===== src/rtl/arith_pkg.sv =====
// Shared arithmetic definitions: FSM state encoding and default operand width.
// Latency: n/a (declarations only).
// Backpressure: n/a (declarations only).
package arith_pkg;

   localparam int DEFAULT_WIDTH = 8;

   typedef enum logic [1:0] {
      IDLE  = 2'd0,
      SHIFT = 2'd1,
      DONE  = 2'd2
   } state_t;

endpackage : arith_pkg


===== src/rtl/fullsubtractor_1b.sv =====
// One-bit full subtractor cell: d = a - b - bin, with borrow-out.
// Latency: purely combinational, zero cycles.
// Backpressure: none; no handshake.
// Ports: a (minuend bit), b (subtrahend bit), bin (borrow in) -> d (difference bit), bout (borrow out).
module fullsubtractor_1b (
   input  logic a,
   input  logic b,
   input  logic bin,
   output logic d,
   output logic bout
);

   assign d    = a ^ b ^ bin;
   // Borrow when a=0,b=1, or when a==b and a borrow is already pending.
   assign bout = (~a & b) | (~(a ^ b) & bin);

endmodule : fullsubtractor_1b


===== src/rtl/serial_subtractor_8bit.sv =====
// Bit-serial subtractor: diff = x - y - bin, one bit per clock, LSB first.
// Latency: start edge to done pulse is WIDTH+1 cycles; one result every WIDTH+1 cycles back-to-back.
// Backpressure: start is only accepted in IDLE or DONE; start during SHIFT is ignored.
// Ports: clk, rst (sync, active-high); start/x/y/bin request inputs;
//        busy, done (one-cycle pulse), diff, bout, zero, ovf registered result outputs.
module serial_subtractor_8bit
   import arith_pkg::*;
#(
   parameter int WIDTH = DEFAULT_WIDTH
) (
   input  logic             clk,
   input  logic             rst,
   input  logic             start,
   input  logic [WIDTH-1:0] x,
   input  logic [WIDTH-1:0] y,
   input  logic             bin,
   output logic             busy,
   output logic             done,
   output logic [WIDTH-1:0] diff,
   output logic             bout,
   output logic             zero,
   output logic             ovf
);

   localparam int CNT_W = (WIDTH > 1) ? $clog2(WIDTH) : 1;
   localparam logic [CNT_W-1:0] LAST_BIT = CNT_W'(WIDTH - 1);

   state_t           state_q, state_d;
   logic [WIDTH-1:0] xs_q, xs_d;
   logic [WIDTH-1:0] ys_q, ys_d;
   logic [WIDTH-1:0] sreg_q, sreg_d;
   logic [CNT_W-1:0] cnt_q, cnt_d;
   logic             borrow_q, borrow_d;
   // Operand sign bits are kept aside because xs/ys are shifted away.
   logic             x_msb_q, x_msb_d;
   logic             y_msb_q, y_msb_d;
   logic             busy_q, busy_d;
   logic             done_q, done_d;
   logic             bout_q, bout_d;
   logic             zero_q, zero_d;
   logic             ovf_q, ovf_d;

   logic             fs_d;
   logic             fs_bout;

   fullsubtractor_1b u_fs (
      .a    (xs_q[0]),
      .b    (ys_q[0]),
      .bin  (borrow_q),
      .d    (fs_d),
      .bout (fs_bout)
   );

   always_comb begin
      state_d  = state_q;
      xs_d     = xs_q;
      ys_d     = ys_q;
      sreg_d   = sreg_q;
      cnt_d    = cnt_q;
      borrow_d = borrow_q;
      x_msb_d  = x_msb_q;
      y_msb_d  = y_msb_q;
      bout_d   = bout_q;
      zero_d   = zero_q;
      ovf_d    = ovf_q;

      case (state_q)
         IDLE, DONE: begin
            if (start) begin
               state_d  = SHIFT;
               xs_d     = x;
               ys_d     = y;
               borrow_d = bin;
               x_msb_d  = x[WIDTH-1];
               y_msb_d  = y[WIDTH-1];
               cnt_d    = '0;
               sreg_d   = '0;
               bout_d   = 1'b0;
               zero_d   = 1'b0;
               ovf_d    = 1'b0;
            end else begin
               state_d = IDLE;
            end
         end
         SHIFT: begin
            xs_d     = xs_q >> 1;
            ys_d     = ys_q >> 1;
            borrow_d = fs_bout;
            // Result fills from the top so after WIDTH shifts bit 0 lands at the LSB.
            sreg_d   = {fs_d, sreg_q[WIDTH-1:1]};
            cnt_d    = cnt_q + CNT_W'(1);
            if (cnt_q == LAST_BIT) begin
               state_d = DONE;
               cnt_d   = '0;
               bout_d  = fs_bout;
               zero_d  = (sreg_d == '0);
               // fs_d is the final difference MSB.
               ovf_d   = (x_msb_q != y_msb_q) && (fs_d != x_msb_q);
            end
         end
         default: state_d = IDLE;
      endcase

      busy_d = (state_d == SHIFT);
      done_d = (state_d == DONE);
   end

   always_ff @(posedge clk) begin
      if (rst) begin
         state_q  <= IDLE;
         xs_q     <= '0;
         ys_q     <= '0;
         sreg_q   <= '0;
         cnt_q    <= '0;
         borrow_q <= 1'b0;
         x_msb_q  <= 1'b0;
         y_msb_q  <= 1'b0;
         busy_q   <= 1'b0;
         done_q   <= 1'b0;
         bout_q   <= 1'b0;
         zero_q   <= 1'b0;
         ovf_q    <= 1'b0;
      end else begin
         state_q  <= state_d;
         xs_q     <= xs_d;
         ys_q     <= ys_d;
         sreg_q   <= sreg_d;
         cnt_q    <= cnt_d;
         borrow_q <= borrow_d;
         x_msb_q  <= x_msb_d;
         y_msb_q  <= y_msb_d;
         busy_q   <= busy_d;
         done_q   <= done_d;
         bout_q   <= bout_d;
         zero_q   <= zero_d;
         ovf_q    <= ovf_d;
      end
   end

   assign busy = busy_q;
   assign done = done_q;
   assign diff = sreg_q;
   assign bout = bout_q;
   assign zero = zero_q;
   assign ovf  = ovf_q;

endmodule : serial_subtractor_8bit


===== config.mk =====
export PLATFORM = sky130hd
export DESIGN_NAME = serial_subtractor_8bit
export DESIGN_NICKNAME = d
export VERILOG_FILES = /design/src/rtl/arith_pkg.sv /design/src/rtl/fullsubtractor_1b.sv /design/src/rtl/serial_subtractor_8bit.sv
export SDC_FILE = /design/constraint.sdc
export NUM_CORES = 1
export LEC_CHECK = 0
export ABC_CLOCK_PERIOD_IN_PS = 2300
export CAP_MARGIN = 5
export CELL_PAD_IN_SITES_DETAIL_PLACEMENT = 1
export CELL_PAD_IN_SITES_GLOBAL_PLACEMENT = 2
export CORE_MARGIN = 3
export CORE_UTILIZATION = 31
export DETAILED_ROUTE_END_ITERATION = 16
export PLACE_DENSITY = 0.87
export SLEW_MARGIN = 40
export SYNTH_ARGS = -nofsm -noshare
export SYNTH_HDL_FRONTEND = slang
export SYNTH_SLANG_ARGS = --single-unit

===== constraint.sdc =====
create_clock -name clk -period 2.3 [get_ports clk]
set_input_delay 0.575 -clock clk [delete_from_list [all_inputs] [get_ports clk]]
set_output_delay 0.575 -clock clk [all_outputs]
set_load 0.03 [all_outputs]

# Word level (Yosys, flattened, before mapping)
# Cells that the tools add are included.
[op_classes]
order_cmp = 0
n_mul = 0
bitwise_logic = 7
n_shift = 0
muxes = 21
eq_ne = 9
reduce_logical = 8
n_addsub = 1
div = 0
[op_table]
columns = ["op", "count"]
rows = [
  ["one-hot mux 8 bit (2 select lines)", 3],
  ["two-way mux 8 bit", 3],
  ["zero test 8 bit", 1],
  ["one-hot mux 1 bit (2 select lines)", 4],
  ["two-way mux 1 bit", 6],
  ["two-way mux 3 bit", 2],
  ["one-hot mux 3 bit (2 select lines)", 1],
  ["equality test 2 x 1 -> 1 bit, second input constant", 2],
  ["equality test 2 bit, second input constant", 2],
  ["!= test 2 bit, second input constant", 2],
  ["one-hot mux 2 bit (2 select lines)", 1],
  ["AND reduction 2 bit", 2],
  ["adder 3 x 1 -> 3 bit, second input constant", 1],
  ["equality test 3 bit, second input constant", 1],
  ["AND reduction 3 bit", 1],
  ["AND 1 bit", 2],
  ["zero test 2 bit", 1],
  ["two-way mux 2 bit", 1],
  ["!= test 1 bit", 2],
  ["NOT 1 bit", 2],
  ["nonzero test 2 bit", 1],
  ["OR reduction 2 bit", 1],
  ["bitwise XOR 1 bit", 2],
  ["logical AND 1 bit", 1],
  ["bitwise OR 1 bit", 1],
]
[word_totals]
memories = 0
ram_bits = 0
mem_bits_ro = 0
latchBits = 0
reg_bits = 37
out_inout_bits = 13

# Longest topological paths before layout
# Gate-level depths: netlist (run 1).
[logic_depth]
depth_word = 6
depth_mapped = 5
mapped_depth_nobuf = 5

# Modules after synthesis
# Synthesis (run 1) repeated with hierarchy kept, for this count alone.
[unflattened]
cells_unflattened = 171
hier_area_um2 = 1476.4
[by_module_without_submodules]
columns = ["mod", "instances", "cells_each", "area_per_inst_um2"]
rows = [
  ["serial_subtractor_8bit", 1, 167, 1445.1],
  ["fullsubtractor_1b", 1, 4, 31.3],
]

# Worst setup path after synthesis (run 1)
# OpenSTA, ideal clock, no wires.
[synth_path]
kind = "register to register"
start = "register borrow_q"
end = "register ovf_q (netlist: ovf)"
path_buffers = 0
period_less_slack_ns = 1.360
slack_ns = 0.940
t_arrival_ns = 1.265
path_stages_with_launch = 6
setup_ns = 0.095
path_cell_list = "dfxtp_1 > inv_1 > fa_1 > nor2_1 > a21oi_1 > a221oi_1"
[synth_via]
elab_chain_cells = 5
[synth_rtl]
columns = ["element", "line_no", "rtl"]
rows = [
  ["start: declaration", "serial_subtractor_8bit.sv:33", "logic borrow_q, borrow_d;"],
  ["start signal: assignment", "serial_subtractor_8bit.sv:129", "borrow_q <= borrow_d;"],
  ["bitwise XOR 1 bit", "fullsubtractor_1b.sv:13", "assign d = a ^ b ^ bin;"],
  ["!= test 1 bit", "serial_subtractor_8bit.sv:98", "ovf_d = (x_msb_q != y_msb_q) && (fs_d != x_msb_q);"],
  ["logical AND 1 bit", "serial_subtractor_8bit.sv:98", ""],
  ["two-way mux 1 bit", "serial_subtractor_8bit.sv:92", "if (cnt_q == LAST_BIT) begin"],
  ["one-hot mux 1 bit (2 select lines)", "serial_subtractor_8bit.sv:67", "case (state_q)"],
  ["end signal: assignment", "serial_subtractor_8bit.sv:136", "ovf_q <= ovf_d;"],
  ["end: declaration", "serial_subtractor_8bit.sv:41", "logic ovf_q, ovf_d;"],
]
# Every way passes these cells. The select of a mux whose other input is x is not followed.
# A chain may end at the register's enable or synchronous reset.

# Worst setup path after layout (run 1)
[layout_path]
start = "register sreg_q[4] (netlist: diff[4])"
end = "output diff[4]"
[layout_rtl]
columns = ["element", "line_no", "rtl"]
rows = [
  ["start: declaration", "serial_subtractor_8bit.sv:31", "logic [WIDTH-1:0] sreg_q, sreg_d;"],
  ["start signal: assignment", "serial_subtractor_8bit.sv:127", "sreg_q <= sreg_d;"],
  ["end: declaration", "serial_subtractor_8bit.sv:19", "output logic [WIDTH-1:0] diff,"],
]
# No word-level cell between the ends.

==> flow_summary.ini, run 1 <==
[outcome]
status = complete, no violations

[cts]
root_buffer = clkbuf_8
post_cts_resized = 0
clk_path_buf_depth = 2
cts_sinks = 37
numCtsBuffers = 5
clkTransAtPathRegs_ps = 70
cts_hold_buf = 0
cts_setup_buffers = 0
clock_latency_ps = 280
cts.htree.levels = 2
cts_tree = built

[timing]
setup_violations = 0
finalClockSkew_ps = 7.14
drv_slew = 0
setup_ws_ps = 352
whs_ps = 472
timing.fmax_mhz = 513
setup_tns_ps = 0
period_share_pct = 84.7
slew_headroom_pct = 52.2
rsz0062_at_grt = false
tightest_slew_ps = 718
hold_viol = 0
min_period_ps = 1950

[floorplanning]
die_x_um = 75.8
ioPinCount = 33
rows = 24
fp.dieH_um = 75.8
dieArea_um2 = 5750
initial_core_util_pct = 33.3
core_area_um2 = 4530

[drt]
post_drt_wl_per_cell_um = 15.0
dr.first_iter.drc_count = 55
viasPerCell = 5.10
antenna_left = 0
totalWireLength_mm = 3.94
drtPass1Iterations = 4
drc_errors = 0
via_count = 1340

[grt]
grt_max_degree = 38
overflow = 0
track_usage_pct = 14.9
grt_pass1_wl_mm = 6.49
grt_pass1_vias = 1400
antenna_found_initial = 0

[pwr]
power.leakage_nw = 0.676
ir_drop_v = 0.000214
power-per-cell-area_nw_per_um2 = 702
power.total_mw = 1.36

[logic_synthesis]
netlist_instances = 169
yosysWarnings = 0
syn-cell-area_um2 = 1510
yosys.area.top_type = dfxtp_1
netlist.area_leader.share_pct = 49.0
syn_area_per_cell_um2 = 8.94
syn_nets = 192
yosysUniqueCellTypes = 28
ys_seq_area_share_pct = 49.0
synth-seq-cells = 37
synth.area.top_cells = dfxtp_1, nor3_1, o22ai_1, a21oi_1, nand3_1

[worst_setup_path]
crit_buf_inv = 1
cp_max_fo = 4
critical_path_class = reg -> out
cp.arrival_ps = 1370
cp.required_ps = 1730
path_cells = clkdlybuf4s50_1
start_kind = flop
slowest_stage = clkdlybuf4s50_1
max_stage_delay_ps = 700
crit_family = buffers and inverters
end_kind = primary output

[run]
drv_cap = 0

[place]
post-dp-hpwl_mm = 2.67
dpl-instance-area_um2 = 1860
gp_congestion = 0.749
dp_slack_ps = 490
io_buffers = 32

[finish]
stdcell_area_um2 = 1940
num-nets-final = 220
drive_above_1_share_pct = 9.09
diodes = 0
syn2layout_area_growth_pct = 28.2

[min_path]
hp-class = reg -> reg
## worst paths after layout
| kind | startpoint | endpoint | slack [ps] | cells past startpoint |
|---|---|---|---|---|
| hold reg to reg | ys_q[7] | ys_q[7] | 470 | 2 |
| setup reg to reg | state_q[1] | diff[5] | 680 | 4 |
| setup / recovery | diff[4] | diff[4] | 350 | 1 |
| hold / removal | ys_q[7] | ys_q[7] | 470 | 2 |
## Yosys cell counts
master and n:
buf_6 4, nor4b_1 1, nand3_1 14, o21a_1 1, nand4_1 1, nor2_1 6, a31oi_1 2, nor3_1 21
nor3_2 5, inv_1 2, or2_1 1, a21o_1 1, clkbuf_1 4, a21oi_1 17, ha_1 2, o22ai_1 14
a221oi_1 1, nand2b_1 2, and2b_1 1, nor2b_1 1, dfxtp_1 37, nand3b_1 2, buf_2 5, a311oi_2 1
nand2_1 17, buf_4 3, fa_1 1, nor4_1 2
## cell usage in the layout (no fill, tap or decap), types with 2 or more instances in the layout
master / n
nor2_1: 6
clkinv_2: 2
a21oi_1: 17
nand3_1: 14
buf_4: 4
nor3_1: 21
clkbuf_8: 5
nand2_1: 17
inv_1: 2
nand3b_1: 2
nand2b_1: 2
ha_1: 2
dfxtp_1: 37
o22ai_1: 14
a31oi_1: 2
nor4_1: 2
clkdlybuf4s50_1: 32
nor3_2: 5
## cells by family after synthesis
logic type      share of synthesized area [%]
compound gates                           14.8
fa+ha+maj                                2.98
buf+inv                                  7.62
flops                                    49.0
simple gates                             25.6
## metal layers
layer / GRT usage [%] / up-vias / routed length, µm
met4: 6.41 / 0 / 55
met3: 3.56 / 5 / 139
met2: 24.8 / 21 / 1960
met1: 18.3 / 658 / 1790
met5: 0 / - / 0
li1: - / 656 / -
## power breakdown
group,leakage [nW],switching (mW),internal (mW)
combinational,0.328,0.123,0.102
sequential,0.303,0.0225,0.679
clock,0.0450,0.224,0.210
total,0.676,0.369,0.991
## layout make-up
type	count	area [µm²]
fill	540	2600
inverter	2	7.51
clock buffer	6	72.6
tap	65	81.3
sequential	37	741
timing repair buffer	37	370
multi-input combinational	114	656
clock inverter	2	10.0
## registers in the layout, summed over array words and instances (netlist names)
register / flops
ys_q: 8
bout: 1
zero: 1
x_msb_q: 1
xs_q: 8
diff: 8
busy: 1
done: 1
y_msb_q: 1
ovf: 1
state_q: 2
borrow_q: 1
cnt_q: 3
## through the flow
step	std cells	util [%]
after floorplan	169	-
after global placement	255	40.9
after detailed placement	255	40.9
after CTS	263	42.7
after global routing	263	42.7
final	263	42.7
Power figures use the tool's default switching activity.
==> run 2: changes to the inputs <==
--- a/config.mk
+++ b/config.mk
@@ -5,14 +5,14 @@
 export SDC_FILE = /design/constraint.sdc
 export NUM_CORES = 1
 export LEC_CHECK = 0
-export ABC_CLOCK_PERIOD_IN_PS = 2300
+export ABC_CLOCK_PERIOD_IN_PS = 1750
 export CAP_MARGIN = 5
 export CELL_PAD_IN_SITES_DETAIL_PLACEMENT = 1
 export CELL_PAD_IN_SITES_GLOBAL_PLACEMENT = 2
 export CORE_MARGIN = 3
-export CORE_UTILIZATION = 31
+export CORE_UTILIZATION = 26
 export DETAILED_ROUTE_END_ITERATION = 16
-export PLACE_DENSITY = 0.87
+export PLACE_DENSITY = 0.79
 export SLEW_MARGIN = 40
 export SYNTH_ARGS = -nofsm -noshare
 export SYNTH_HDL_FRONTEND = slang
==> constraint.sdc (replaced) <==
create_clock -name clk -period 1.75 [get_ports clk]
set_input_delay 0.4375 -clock clk [delete_from_list [all_inputs] [get_ports clk]]
set_output_delay 0.4375 -clock clk [all_outputs]
set_load 0.03 [all_outputs]
==> flow_summary.ini, run 2 (same netlist as run 1, synthesis figures left out) <==
[finish]
fill_cells = 674
num-nets-final = 224
multi_input_area_um2 = 656
diodes = 0
final_cell_mix = dfxtp_1, nor3_1, clkdlybuf4s50_1
drive_above_1_share_pct = 9.90
seqCellArea_um2 = 741
finish.utilization_pct = 35.2
final_common_cell = dfxtp_1
fin_cells = 274
syn2layout_area_growth_pct = 30.0
stdcell_area_um2 = 1960

[cts]
clk_path_buf_depth = 2
cts_hold_buf = 0
numCtsBuffers = 5
cts_tree = built
clock_latency_ps = 280
cts_sinks = 37
clkTransAtPathRegs_ps = 70
root_buffer = clkbuf_8
cts.htree.levels = 2

[place]
dp_slack_ps = 62.8
gp_congestion = 0.698
dpl-instance-area_um2 = 1890
post-dp-hpwl_mm = 2.61
placed_cells = 266
io_buffers = 32

[grt]
grt_pass1_wl_mm = 6.48
grt_pass1_vias = 1386
track_usage_pct = 12.5
grt_max_degree = 38
overflow = 0
antenna_found_initial = 0

[min_path]
hp-class = reg -> reg
min_from = borrow_q
holdPathStages = 2
hold_end = borrow_q

[pwr]
ir_drop_v = 0.000268
power-per-cell-area_nw_per_um2 = 914
intPower_mw = 1.31
p_clk_share_pct = 31.7
switchingPower_mw = 0.482
sequentialPowerShare_pct = 51.5
switching_share_pct = 26.8
combPwrFrac_pct = 16.8
power.leakage_nw = 0.756

[drt]
viasPerCell = 4.85
dr.first_iter.drc_count = 62
via_count = 1328
totalWireLength_mm = 4.00
post_drt_wl_per_cell_um = 14.6
drtPass1Iterations = 4
antenna_left = 0
drc_errors = 0

[timing]
setup_ws_ps = 63.2
drv_slew = 0
setup_violations = 0
hold_viol = 0
period_share_pct = 96.4
tightest_slew_ps = 458
timing.fmax_mhz = 593
finalClockSkew_ps = 4.75
rsz0062_at_grt = false
slew_headroom_pct = 69.4
min_period_ps = 1690
setup_tns_ps = 0

[worst_setup_path]
cp.arrival_ps = 1250
r2r_start = cnt_q[0]
r2r_cells = 5
path_cells = clkdlybuf4s50_1
max_stage_delay_ps = 660
start_kind = flop
critical_path_class = reg -> out
cp_max_fo = 1
cp.required_ps = 1310
end_kind = primary output
slowest_stage = clkdlybuf4s50_1
crit_buf_inv = 1
ff2ff_setup_slack_ps = 230
crit_family = buffers and inverters
r2r_end = bout

[floorplanning]
core_area_um2 = 5570
fp.dieH_um = 82.2
die_x_um = 82.2
initial_core_util_pct = 27.1
ioPinCount = 33
dieArea_um2 = 6760
rows = 27

[run]
drv_cap = 0

[outcome]
status = complete, no violations
-- run 2: cell count changes in the layout (fill, tap and decap cells not counted), sizes merged --
| cell | previous run | this run |
|---|---|---|
| clkdlybuf4s50 | 32 | 21 |
| dlygate4sd2 | 0 | 10 |
| buf | 5 | 9 |
| clkbuf | 6 | 8 |
| clkinv | 2 | 0 |
| dlymetal6s2s | 0 | 1 |
-- run 2: stage by stage --
stage | hold slack, ps | power, mW
after CTS | 477 | 1.82
after detailed placement | 464 | 1.25
after global placement | 458 | 1.24
after floorplan | 445 | 1.14
final | 475 | 1.80
after global routing | 495 | 1.89
-- run 2: final cells by class --
| class | instances | area share [%] |
|---|---|---|
| Timing Repair Buffer | 41 | 19.9 |
| Inverter | 2 | 0.382 |
| Tap cell | 72 | 4.59 |
| Multi-Input combinational cell | 114 | 33.4 |
| Clock buffer | 8 | 4.08 |
| Sequential cell | 37 | 37.7 |
-- run 2: routing by layer --
metal	GRT usage [%]	share of wire, %	vias up
li1	-	-	667
met1	15.9	48	636
met2	20.4	47	21
met3	3.47	3.8	4
met4	3.99	1.1	0
met5	0	0	-
-- run 2: worst max-delay path by stage --
stage	end	slack, ps	cells past startpoint	from
CTS	bout	10	1	bout
detailed placement	xs_q[7]	60	5	start
global placement	cnt_q[0]	120	5	start
finish	busy	60	1	busy
global route	busy	20	1	busy
floorplan	ovf	390	5	borrow_q
-- run 2: what timing repair did --
item | CTS | global route
gates resized for setup | 10 | 1
endpoints found under the setup margin | 10 | 1
buffers inserted | 0 | 0
-- run 2: power by group through the flow --
stage | Combinational, mW | Sequential (mW) | Clock (mW)
6_report | 0.301 | 0.924 | 0.570
5_1_grt | 0.332 | 0.930 | 0.632
4_1_cts | 0.304 | 0.925 | 0.592
3_5_place_dp | 0.304 | 0.943 | 0
3_3_place_gp | 0.298 | 0.942 | 0
2_1_floorplan | 0.201 | 0.943 | 0
==> run 3: changes to the inputs <==
--- a/config.mk
+++ b/config.mk
@@ -7,12 +7,10 @@
 export LEC_CHECK = 0
 export ABC_CLOCK_PERIOD_IN_PS = 1750
 export CAP_MARGIN = 5
-export CELL_PAD_IN_SITES_DETAIL_PLACEMENT = 1
-export CELL_PAD_IN_SITES_GLOBAL_PLACEMENT = 2
 export CORE_MARGIN = 3
-export CORE_UTILIZATION = 26
+export CORE_UTILIZATION = 44
 export DETAILED_ROUTE_END_ITERATION = 16
-export PLACE_DENSITY = 0.79
+export PLACE_DENSITY = 0.8
 export SLEW_MARGIN = 40
 export SYNTH_ARGS = -nofsm -noshare
 export SYNTH_HDL_FRONTEND = slang
==> flow_summary.ini, run 3 (same netlist as run 1, synthesis figures left out) <==
[timing]
tightest_slew_ps = 447
rsz0062_at_grt = false
period_share_pct = 91.0
hold_viol = 0
setup_violations = 0
setup_tns_ps = 0
timing.fmax_mhz = 628
slew_headroom_pct = 70.2
drv_slew = 0
finalClockSkew_ps = 5.55
min_period_ps = 1590

[finish]
syn2layout_area_growth_pct = 24.6
fin_cells = 243
final_common_cell = dfxtp_1
num-nets-final = 222
diodes = 0
fill_cells = 300
final_cell_mix = dfxtp_1, nor3_1, clkdlybuf4s50_1
drive_above_1_share_pct = 9.55

[run]
drv_cap = 0

[grt]
overflow = 0
antenna_found_initial = 0
grt_pass1_vias = 1245
track_usage_pct = 17.0
grt_pass1_wl_mm = 5.55
grt_max_degree = 38

[pwr]
ir_drop_v = 0.000447
power.leakage_nw = 0.732
power-per-cell-area_nw_per_um2 = 885

[cts]
cts.htree.levels = 2
numCtsBuffers = 5
cts_setup_buffers = 0
post_cts_resized = 13
cts_sinks = 37
cts_tree = built
root_buffer = clkbuf_4
clock_latency_ps = 340
clkTransAtPathRegs_ps = 100
cts_hold_buf = 0
clk_path_buf_depth = 2

[drt]
drtPass1Iterations = 4
drc_errors = 0
viasPerCell = 5.55
post_drt_wl_per_cell_um = 13.4
totalWireLength_mm = 3.26
antenna_left = 0
via_count = 1349
dr.first_iter.drc_count = 74

[worst_setup_path]
cp.arrival_ps = 1150
start_kind = flop
crit_family = buffers and inverters
crit_buf_inv = 1
slowest_stage = dlygate4sd2_1
critical_path_class = reg -> out
cp_max_fo = 4
path_cells = dlygate4sd2_1
cp.required_ps = 1310
end_kind = primary output
max_stage_delay_ps = 420

[place]
placed_cells = 236
io_buffers = 32
gp_congestion = 0.766
post-dp-hpwl_mm = 2.27

[floorplanning]
initial_core_util_pct = 47.9
core_area_um2 = 3150
die_x_um = 64.6
ioPinCount = 33
rows = 20
dieArea_um2 = 4170
fp.dieH_um = 64.6

[min_path]
hp-class = reg -> reg

[outcome]
status = complete, no violations
[run 3: changes by cell type in the layout (fill, tap and decap cells not counted), sizes merged]
cell / previous run / this run
buf: 9 / 7
clkbuf: 8 / 7
clkdlybuf4s50: 21 / 19
dlygate4sd2: 10 / 13
dlymetal6s2s: 1 / 0
[run 3: worst paths after layout]
kind                            startpoint      end  slack, ps  depth (start not counted)
worst max register to register    cnt_q[0]     bout        230                          5
worst min-delay path                  zero     zero        470                          2
worst max-delay path               diff[7]  diff[7]        160                          1
worst min register to register        zero     zero        470                          2
[run 3: report_power, final]
part / internal (mW) / switching, mW / total [mW]
Clock: 0.190 / 0.268 / 0.457
Sequential: 0.893 / 0.0303 / 0.923
Combinational: 0.133 / 0.154 / 0.287
[run 3: routing by layer]
layer	wire [µm]	track usage [%]
met4	34	7.92
met5	0	0
met1	1470	21.1
met2	1550	27.2
met3	204	4.85
[run 3: area by class of cell]
cell class	count	area, µm²	area share, %
flip-flops and latches	37	741	39.3
clock buffers	7	55.1	2.92
repair buffers	39	369	19.6
inverters	2	7.51	0.399
well taps	44	55.1	2.92
multi-input cells	114	656	34.8
[run 3: per-stage QoR]
step | util, % | hold slack (ps) | instance area [µm²] | worst slack (ps) | power, mW
floorplan | - | 445 | 1510 | 390 | 1.14
global placement | 58.5 | 458 | 1840 | 156 | 1.22
detailed placement | 58.5 | 459 | 1840 | 125 | 1.23
CTS | 59.7 | 474 | 1880 | 137 | 1.67
global route | 59.7 | 500 | 1880 | 90.9 | 1.74
finish | 59.7 | 473 | 1880 | 158 | 1.67
[run 3: worst register-to-register path: stages, from the launching register on]
cell and delay (ps):
dfxtp_1 390, ha_1 170, ha_1 230, nand3b_1 240
or2_1 280, a21oi_1 140
